**config.mk**
```make
export PLATFORM = sky130hd
export DESIGN_NAME = oam_dma
export DESIGN_NICKNAME = d
export VERILOG_FILES = /design/src/rtl/dendy_pkg.sv /design/src/rtl/oam_dma.sv
export SDC_FILE = /design/constraint.sdc
export NUM_CORES = 1
export LEC_CHECK = 0
export ABC_AREA = 1
export BUFFER_PORTS_ARGS = -buffer_cell sky130_fd_sc_hd__buf_2
export CAP_MARGIN = 20
export CORE_MARGIN = 2
export CORE_UTILIZATION = 48
export CTS_CLUSTER_DIAMETER = 200
export DETAILED_ROUTE_END_ITERATION = 10
export GPL_TIMING_DRIVEN = 0
export HOLD_SLACK_MARGIN = 0.02
export PLACE_DENSITY = 0.79
export SYNTH_ARGS = -nofsm -noshare
export SYNTH_HDL_FRONTEND = slang
export SYNTH_SLANG_ARGS = --single-unit
```
**constraint.sdc**
```tcl
create_clock -name clock -period 1.7 [get_ports clock]
set_input_delay 0.085 -clock clock [delete_from_list [all_inputs] [get_ports clock]]
set_output_delay 0.085 -clock clock [all_outputs]
set_load 0.05 [all_outputs]
```
**src/rtl/dendy_pkg.sv**
```systemverilog
// Shared DMA state encoding and bus addresses for the OAM DMA engine.
package dendy_pkg;

    typedef enum logic [2:0] {
        ST_IDLE  = 3'd0,
        ST_HALT  = 3'd1,
        ST_ALIGN = 3'd2,
        ST_RD    = 3'd3,
        ST_WR    = 3'd4
    } dma_state_e;

    localparam logic [15:0] DMA_TRIG = 16'h4014;
    localparam logic [15:0] OAM_DATA = 16'h2004;

endpackage

```
**src/rtl/oam_dma.sv**
```systemverilog
// OAM DMA: a CPU write to DMA_TRIG halts the CPU and copies 256 bytes of a page into OAM_DATA.
// Macro OAM_DMA_ALIGN_EN adds the odd-parity ALIGN cycle (514-cycle stall); undefined gives a fixed 513.
module oam_dma
    import dendy_pkg::*;
(
    input  logic        clock,
    input  logic        reset_n,
    input  logic        ce,
    input  logic [15:0] cpu_a,
    input  logic [7:0]  cpu_d,
    input  logic        cpu_r,
    input  logic        cpu_w,
    output logic        cpu_ce,
    output logic [15:0] bus_a,
    output logic [7:0]  bus_o,
    output logic        bus_r,
    output logic        bus_w,
    input  logic [7:0]  bus_i,
    output logic        busy,
    output dma_state_e  dbg_state_o
);

    dma_state_e state_q, state_d;
    logic [7:0] idx_q, idx_d;
    logic [7:0] page_q, page_d;
    logic [7:0] dr_q, dr_d;
`ifdef OAM_DMA_ALIGN_EN
    logic       parity_q;
`endif

    // Every register advances only on CPU-rate enable pulses; reset ignores ce.
    always_ff @(posedge clock) begin
        if (!reset_n) begin
            state_q  <= ST_IDLE;
            idx_q    <= 8'h00;
            page_q   <= 8'h00;
            dr_q     <= 8'h00;
`ifdef OAM_DMA_ALIGN_EN
            parity_q <= 1'b0;
`endif
        end else if (ce) begin
            state_q  <= state_d;
            idx_q    <= idx_d;
            page_q   <= page_d;
            dr_q     <= dr_d;
`ifdef OAM_DMA_ALIGN_EN
            parity_q <= ~parity_q;
`endif
        end
    end

    always_comb begin
        state_d = state_q;
        idx_d   = idx_q;
        page_d  = page_q;
        dr_d    = dr_q;
        unique case (state_q)
            ST_IDLE: begin
                if (cpu_w && (cpu_a == DMA_TRIG)) begin
                    state_d = ST_HALT;
                    page_d  = cpu_d;
                    idx_d   = 8'h00;
                end
            end
            ST_HALT: begin
`ifdef OAM_DMA_ALIGN_EN
                state_d = parity_q ? ST_ALIGN : ST_RD;
`else
                state_d = ST_RD;
`endif
            end
            ST_ALIGN: state_d = ST_RD;
            ST_RD: begin
                state_d = ST_WR;
                dr_d    = bus_i;
            end
            ST_WR: begin
                idx_d   = idx_q + 8'h01;
                state_d = (idx_q == 8'hFF) ? ST_IDLE : ST_RD;
            end
            default: state_d = ST_IDLE;
        endcase
    end

    // Bus mux: the CPU owns the bus in IDLE; HALT/ALIGN keep its address but no strobes.
    always_comb begin
        bus_a = cpu_a;
        bus_o = cpu_d;
        bus_r = 1'b0;
        bus_w = 1'b0;
        unique case (state_q)
            ST_IDLE: begin
                bus_r = cpu_r;
                bus_w = cpu_w;
            end
            ST_RD: begin
                bus_a = {page_q, idx_q};
                bus_o = dr_q;
                bus_r = 1'b1;
            end
            ST_WR: begin
                bus_a = OAM_DATA;
                bus_o = dr_q;
                bus_w = 1'b1;
            end
            default: ;
        endcase
    end

    assign cpu_ce      = ce && (state_q == ST_IDLE);
    assign busy        = (state_q != ST_IDLE);
    assign dbg_state_o = state_q;

endmodule

```
==> summary by stage, run 1 <==
Timing
Final hold analysis gives a worst-case slack of 21.7 ps. Setup repair after global routing could not meet its margin everywhere. Measured against its own limit, the worst slew margin works out to 0.707. The final period demand of the worst path is 1870 ps. Setup violations remaining at the end of the flow were counted as 23. The total negative slack for setup checks is -3190 ps. The number of pins with negative max-slew slack in the final report is 0. Based on the critical path, the design can be clocked at up to 535 MHz. For the pin with the worst max-slew slack, the measured transition is 439 ps.

The clock skew after layout is 9.15 ps. The portion of the clock cycle consumed by the worst path in the final layout is 1.10. The final setup slack of the worst path is -168 ps.

The count of final hold-check violations was 0.

Synthesis
The sequential fraction of the synthesis area is 0.318. The library cell with the largest summed area after synthesis is dfxtp_1. The number of flops mapped to enable cells by yosys is 0. The cell area after technology mapping is 0.00170 sq mm.

The distinct cell type count after synthesis is 27. A synthesized cell averages 6.64 sq um. The most frequently used flop master after synthesis is dfxtp_1. In the synthesized netlist the async set-or-reset flop fraction comes to 0. Synthesis produced a netlist whose cell count is 256. The area share of the largest cell type after synthesis is 0.318. The flip-flop and latch count after synthesis is 27.

Counting every net in the synthesized netlist gives 294. Yosys attributes the largest share of cell area to dfxtp_1 32%, nand2_1 11%, inv_1 8.6%. The yosys synthesis warning count is 0.

Detailed routing
The first-pass iteration count of the detailed router is 6. After the first detailed-routing iteration, the DRC count stood at 132. The number of routed nets with antenna violations is 0. The routed layout has 2057 vias. The average vias per placed instance is 5.33. The final routed wirelength across all metal layers is 5620 um.

For this run, design rule violations remaining after detail routing come to 0. After detailed routing, the average wire length per cell comes to 14.6 um.

Critical path
The required time at the endpoint of the critical path is 1620 ps. In this design, the stage delay of the slowest critical-path cell is 410 ps. Data on the critical path arrives at its endpoint at 1780 ps. Walking the worst path, the cells encountered are inv_4, nor3_4, inv_4, nand2_4, inv_4, buf_8, buf_12, nand2_4, o21ai_2, buf_6. The worst setup path is of the reg -> out kind. The dominant delay contributor by cell family on the critical path is buffers and inverters. The worst setup path is captured at a primary output.

The most numerous cell on the critical path is inv_4. The critical path launch point type is a flip-flop. Together, buffers and inverters on the worst path number 6. For this design, the slowest cell found on the critical path is dfxtp_4. The highest fanout seen on the critical path is 5.

Finish
Across the whole layout, storage elements account for 549 sq um. Once layout is done, the placed cells without fillers occupy 0.00260 sq mm. The filler cells instantiated in the layout total 259. Of the cells placed in the final design, the portion with a size suffix greater than 1 is 0.421. The library cell used most frequently in the layout, excluding fill and tap cells, is buf_2. The library cells used most frequently in the layout, excluding fill and tap cells, are 43 x buf_2, 39 x nand2_1, 38 x inv_1.

The final layout contains 379 nets. From synthesis to final layout, the design area changed by 52.8%. Summing all multi-input logic gate instances after layout gives 0.00106 sq mm. The antenna diode count is 0.

GRT
The pin count of the biggest net entering global routing is 17. The via count of the first global-routing pass is 1807. The total routing usage reported by global routing is 0.258. The global-route wire length before repair is 8270 um. Global routing finished with a remaining overflow of 0. The initial antenna violation count is 0.

Clock tree
The clock root buffer is clkbuf_4. The number of buffers added by the clock tree synthesis step is 3. The number of buffers between clock root and the deepest sink is 2.

The count of H-tree levels built during CTS is 1. Clock-pin slew was measured on the worst setup and hold paths at 160 ps. Counting every sink on the clock net gives 27. TritonCTS built the clock tree. The later pin in the worst-skew pair is clocked with a latency of 340 ps.

Pwr
Across the VDD grid, the largest voltage drop is 0.362 mV. Summed over all cells, the static leakage comes to 0.00113 uW. Power spread over the standard cell area amounts to 497 mW/mm^2.

Placement
The number of port buffers is 66. The placer congestion estimate is 0.915. Before CTS, the worst setup slack after placement is -48.2 ps. Summing all placed instances gives a cell area of 0.00212 sq mm. The HPWL reported at the end of detailed placement is 3450 um.

Die
The die is 63.5 um tall. The floorplan die area is 0.00403 sq mm. The initial utilization of the core area, before any placement, comes to 0.506. The die width is 63.5 um.

The number of placement rows is 21. The placeable core region is 0.00336 sq mm. The I/O pin total is 68.

Run
The max capacitance violation total is 0.

Min path
The tightest min-delay check is of the in -> reg type.

Status
The run finished, with violations left. The final reports fail on negative setup slack.
[timing repair]
item                                    CTS  global route
gates resized for setup                  71            21
pin swaps                                 2             3
hold endpoints to repair                  6             0
endpoints found under the setup margin   25            25
hold buffers                              6             0
gates cloned                              2             0
setup buffers                             6             2
[final timing paths]
check | startpoint | endpoint | slack, ps | cells after the start
max | dbg_state_o[0] | bus_o[5] | -170 | 10
min | bus_i[3] | dr_q[3] | 20 | 3
max reg2reg | dbg_state_o[0] | dr_q[7] | 120 | 7
min reg2reg | page_q[5] | page_q[5] | 480 | 2
[power by group]
part | switching [uW] | total (uW) | internal [uW]
Clock | 206 | 298 | 92.0
Combinational | 225 | 363 | 138
Sequential | 0.00204 | 630 | 630
[flip-flops by register name, indices dropped and copies added, names as in the netlist]
signal       flops
dr_q             8
idx_q            8
page_q           8
dbg_state_o      3
[worst min-delay path, stage by stage]
cell and delay [ps]:
buf_2 70, o21ai_0 70, a21oi_1 100
[through the flow]
| stage | utilization | total power, uW | std cells |
|---|---|---|---|
| after detailed placement | 0.630 | 921 | 368 |
| after floorplan | - | 831 | 256 |
| after global placement | 0.630 | 920 | 368 |
| after CTS | 0.747 | 1280 | 385 |
| after global routing | 0.773 | 1330 | 386 |
| final | 0.773 | 1290 | 386 |
[kinds of logic after synthesis]
| family | Yosys count | share of synthesized area |
|---|---|---|
| AOI/OAI and AO/OA | 68 | 0.226 |
| xor gates and xnor gates | 1 | 0.00515 |
| adders and majority gates | 1 | 0.00736 |
| buffers and inverters | 55 | 0.151 |
| and+or+nand+nor | 104 | 0.293 |
| DFF | 27 | 0.318 |
[per-layer routing]
metal	share of wire	GRT usage	vias up	routed length, um
met3	0.065	0.0179	12	366
li1	-	-	1006	-
met5	0	0	-	0
met1	0.40	0.334	936	2260
met4	0.019	0.0571	0	108
met2	0.51	0.467	103	2880
[final cells by class]
type                       count  area share
clock buffer                   3     0.00867
buffer                        11      0.0361
timing repair buffer          81       0.246
multi-input combinational    174       0.408
sequential                    27       0.211
inverter                      43      0.0660
tap                           46      0.0221
clock inverter                 1     0.00241
[synthesized netlist by cell type (2+ instances only)]
cell type and n:
a21oi_1 25, buf_2 3, buf_6 4, clkbuf_1 4
dfxtp_1 27, inv_1 39, inv_2 4, nand2_1 48
nand2_2 13, nand3_1 13, nand4_1 10, nor2_1 13
nor3_1 2, o21ai_0 29, o21ai_2 10
Note: power is estimated with default switching activity, not from simulation.
==> run 2, diff against run 1 <==
--- a/config.mk
+++ b/config.mk
@@ -5,16 +5,16 @@
 export SDC_FILE = /design/constraint.sdc
 export NUM_CORES = 1
 export LEC_CHECK = 0
-export ABC_AREA = 1
 export BUFFER_PORTS_ARGS = -buffer_cell sky130_fd_sc_hd__buf_2
 export CAP_MARGIN = 20
 export CORE_MARGIN = 2
-export CORE_UTILIZATION = 48
+export CORE_UTILIZATION = 47
 export CTS_CLUSTER_DIAMETER = 200
 export DETAILED_ROUTE_END_ITERATION = 10
 export GPL_TIMING_DRIVEN = 0
 export HOLD_SLACK_MARGIN = 0.02
 export PLACE_DENSITY = 0.79
+export SLEW_MARGIN = 25
 export SYNTH_ARGS = -nofsm -noshare
 export SYNTH_HDL_FRONTEND = slang
 export SYNTH_SLANG_ARGS = --single-unit
==> summary by stage, run 2 <==
Status
The run finished, with violations left. The checks that failed: negative setup slack.

Synthesis
Sorting the synthesized cells by how often they occur yields 27 x dfxtp_1, 27 x nand2_1, 25 x a21oi_1. The sequential fraction of the synthesis area was 0.338 (+0.0199). The async set or reset register ratio after synthesis is 0 (unchanged). The cell area after technology mapping is 0.00160 sq mm (-5.9%). The number of flops mapped to enable cells by yosys was 0 (unchanged). The biggest area contributor in the post-synthesis netlist is dfxtp_1. The area share of the largest cell type after synthesis was 0.338 (+0.0199). The flip-flop and latch count after synthesis came to 27 (unchanged). The most frequently used flop master after synthesis is dfxtp_1. The average instance area after synthesis came to 7.81 sq um (+18%). The net count of the mapped netlist is 243 (-17%). The instance count of the mapped netlist is 205 (-20%). Sorting the synthesized cells by area gives the leading types as dfxtp_1 34%, a21oi_1 7.8%, a22o_1 7.7%. The distinct cell type count after synthesis is 42 (+56%). The yosys synthesis warning count is 0 (unchanged).

Detailed routing
The met1 wire length was 2860 um (+26%). The routed length on met3 is 963 um (+160%). The average vias per placed instance is 7.04 (+32%). The DRC violations left is 0 (unchanged).

The first-pass iteration count of the detailed router is 7 (+1). The final routed wirelength across all metal layers is 8650 um (+54%). The wire length on met2 was 4020 um (+39%).

The via count is 2508 (+22%). The violation count after the first detailed-route iteration was 378 (+190%). The number of routed nets with antenna violations was 0 (unchanged). The post-detailed-route wirelength per cell is 24.3 um (+67%). The highest layer touched by signal routing is met4.

Timing
The final setup slack of the worst path is -333 ps (-165 ps). The final period demand of the worst path is 2030 ps (+165 ps). The worst hold slack after final layout was 25.3 ps (+3.58 ps). The portion of the clock cycle consumed by the worst path in the final layout is 1.20 (+0.0973).

The highest clock frequency the design can meet is 492 MHz (-8.1%). The clock skew after layout was 9.53 ps (+0.379 ps). The count of final hold-check violations is 0 (unchanged).

The total negative slack for setup checks is -8990 ps (-5810 ps). The actual slew at the worst max-slew pin is 1030 ps (+592 ps). Setup repair after global routing could not meet its margin everywhere. The normalized max-slew margin was 0.308 (-0.400). The number of pins with negative max-slew slack in the final report is 0 (unchanged). The final number of setup-violating endpoints was 43 (+87%).

Clock tree
The clock edge transition at the registers on the reported setup and hold paths is 170 ps (about the same). The number of buffers between clock root and the deepest sink is 2 (unchanged). The number of clock sinks is 27 (unchanged).

The number of buffers added by the clock tree synthesis step is 3 (unchanged). The count of H-tree levels built during CTS is 1 (unchanged). The clock root buffer is clkbuf_4. The CTS tree is yes.

The clock insertion delay at the later pin of the skew report came to 350 ps (about the same).

Finish
The post-route standard cell area excluding fillers was 0.00296 sq mm (+14%). Leaving out fill and tap cells, the most frequent cell in the layout is buf_2. The layout cell share with drive strength beyond 1 came to 0.526 (+0.105). The antenna diode count is 0 (unchanged).

The largest registers in the layout are dr_q (8), idx_q (8), page_q (8). In the layout the commonest cells are 38 x buf_2, 26 x nand2_1, 24 x buf_4. The number of nets in the finished design is 349 (-7.9%). The synthesis-to-layout area growth is 85.2%.

Critical path
The critical path launch point type is a flip-flop. The required time at the endpoint of the critical path is 1620 ps (about the same). The register-to-register path setup slack was -320 ps (-440 ps). The cell count of the worst reg-to-reg path was 6 (-1). STA classifies the critical path endpoint as a primary output. In this run the critical register-to-register path is captured at idx_q[7]. The startpoint identified for the worst register-to-register timing path is dbg_state_o[0]. The highest fanout seen on the critical path is 7 (+2).

The critical path is of the reg -> out type. The data arrival time at the worst-slack endpoint is 1950 ps (+170 ps).

Pwr
The switching share of power is 0.343 (+0.00915). The power per standard cell area came to 457 mW/mm^2 (-8.0%). The internal power consumption was 890 uW (+3.5%). The power dissipated by switching net loads came to 465 uW (+7.9%).

The total power is 1360 uW (+5.0%). The clock share of power is 0.234 (+0.003). The part of the total power dissipated in sequential elements came to 0.464 (-0.024). The worst IR drop on VDD is 0.609 mV (+68%).

The combinational cell fraction of total power is 0.303 (+0.022). The static leakage power came to 0.00121 uW (+6.7%).

Die
The placeable core region came to 0.00331 sq mm (-1.6%). The vertical extent of the die was 62.4 um (-1.8%). The die width is 62.4 um (-1.8%). The initial standard-cell utilization of the core was 0.483 (-0.0222). The floorplan die area is 0.00389 sq mm (-3.7%). The number of placement rows is 21 (unchanged). The I/O pin total is 68 (unchanged).

Placement
The standard cell area after detailed placement is 0.00219 sq mm (+3.1%). The number of port buffers is 66 (unchanged). The placer congestion estimate is 0.881 (-3.8%). The HPWL reported at the end of detailed placement came to 3510 um (+1.8%). The worst slack at placement is -235 ps (-187 ps).

GRT
The pin count of the biggest net entering global routing came to 17 (unchanged). The via count of the first global-routing pass is 2032 (+12%). The global route total overflow is 0 (unchanged). The global-route wire length before repair was 9920 um (+20%). The initial antenna violation count is 0 (unchanged).

The total routing usage reported by global routing was 0.319 (+0.0609).

Run
The max capacitance violation total came to 0 (unchanged).

Min path
The class of the worst hold path is in -> reg. The startpoint identified for the worst hold timing path is cpu_d[0]. The number of cells on the worst hold path is 3 (unchanged). The path with the worst hold slack has its endpoint at page_q[0].
-- run 2: layout make-up --
class	instances	area, sq um
inverter	7	28.8
clock inverter	1	7.51
fill	155	347
tap	46	57.6
multi-input combinational	157	1280
clock buffer	3	22.5
buffer	11	106
sequential	27	554
timing repair buffer	104	902
-- run 2: worst max-delay path, stage by stage, from the launching register on --
cell     delay [ps]
dfxtp_4         430
inv_1           160
nor3_4          260
nor2_4           90
buf_8           150
buf_12          130
a22o_4          220
buf_8           150
-- run 2: repair_timing --
item,4_1_cts,5_1_grt
hold buffers,12,0
setup endpoints to repair,48,49
pin swaps,7,21
cloned,1,1
setup buffers,14,11
resized for setup,70,46
endpoints found under the hold margin,12,0
-- run 2: metal layers --
| layer | up-vias | GRT usage |
|---|---|---|
| li1 | 988 | - |
| met1 | 1140 | 0.388 |
| met2 | 279 | 0.560 |
| met3 | 101 | 0.0489 |
| met4 | 0 | 0.139 |
| met5 | - | 0 |
-- run 2: logic make-up (layout without fill, tap and decap cells) --
kind of cell	count (synthesis)	count (layout)	share of synthesized area
buffers and inverters	22	126	0.0571
flip-flops	27	27	0.338
AND/OR/NAND/NOR	76	77	0.258
adder cells (fa/ha/maj)	1	1	0.00782
AO/OA/AOI/OAI	71	71	0.283
multiplexers	8	8	0.0563
-- run 2: worst max path at each step --
stage / endpoint / slack [ps] / cells after the start / from
finish: bus_a[4] / -330 / 7 / dbg_state_o[2]
global route: bus_o[6] / -390 / 6 / dbg_state_o[2]
CTS: bus_o[6] / -290 / 6 / dbg_state_o[0]
detailed placement: idx_q[0] / -240 / 5 / cpu_a[10]
global placement: bus_o[6] / -200 / 7 / dbg_state_o[0]
floorplan: page_q[0] / -340 / 5 / dbg_state_o[2]
-- run 2: per-stage QoR --
stage	cells	util
after floorplan	205	-
after global placement	317	0.660
after detailed placement	317	0.660
after CTS	345	0.820
after global routing	356	0.895
final	356	0.895
-- run 2: power groups by stage --
stage | clock network, uW | logic (uW) | registers (uW)
4_1_cts | 298 | 375 | 628
2_1_floorplan | 0 | 207 | 642
5_1_grt | 330 | 420 | 629
3_5_place_dp | 0 | 303 | 642
6_report | 317 | 410 | 628
3_3_place_gp | 0 | 301 | 642
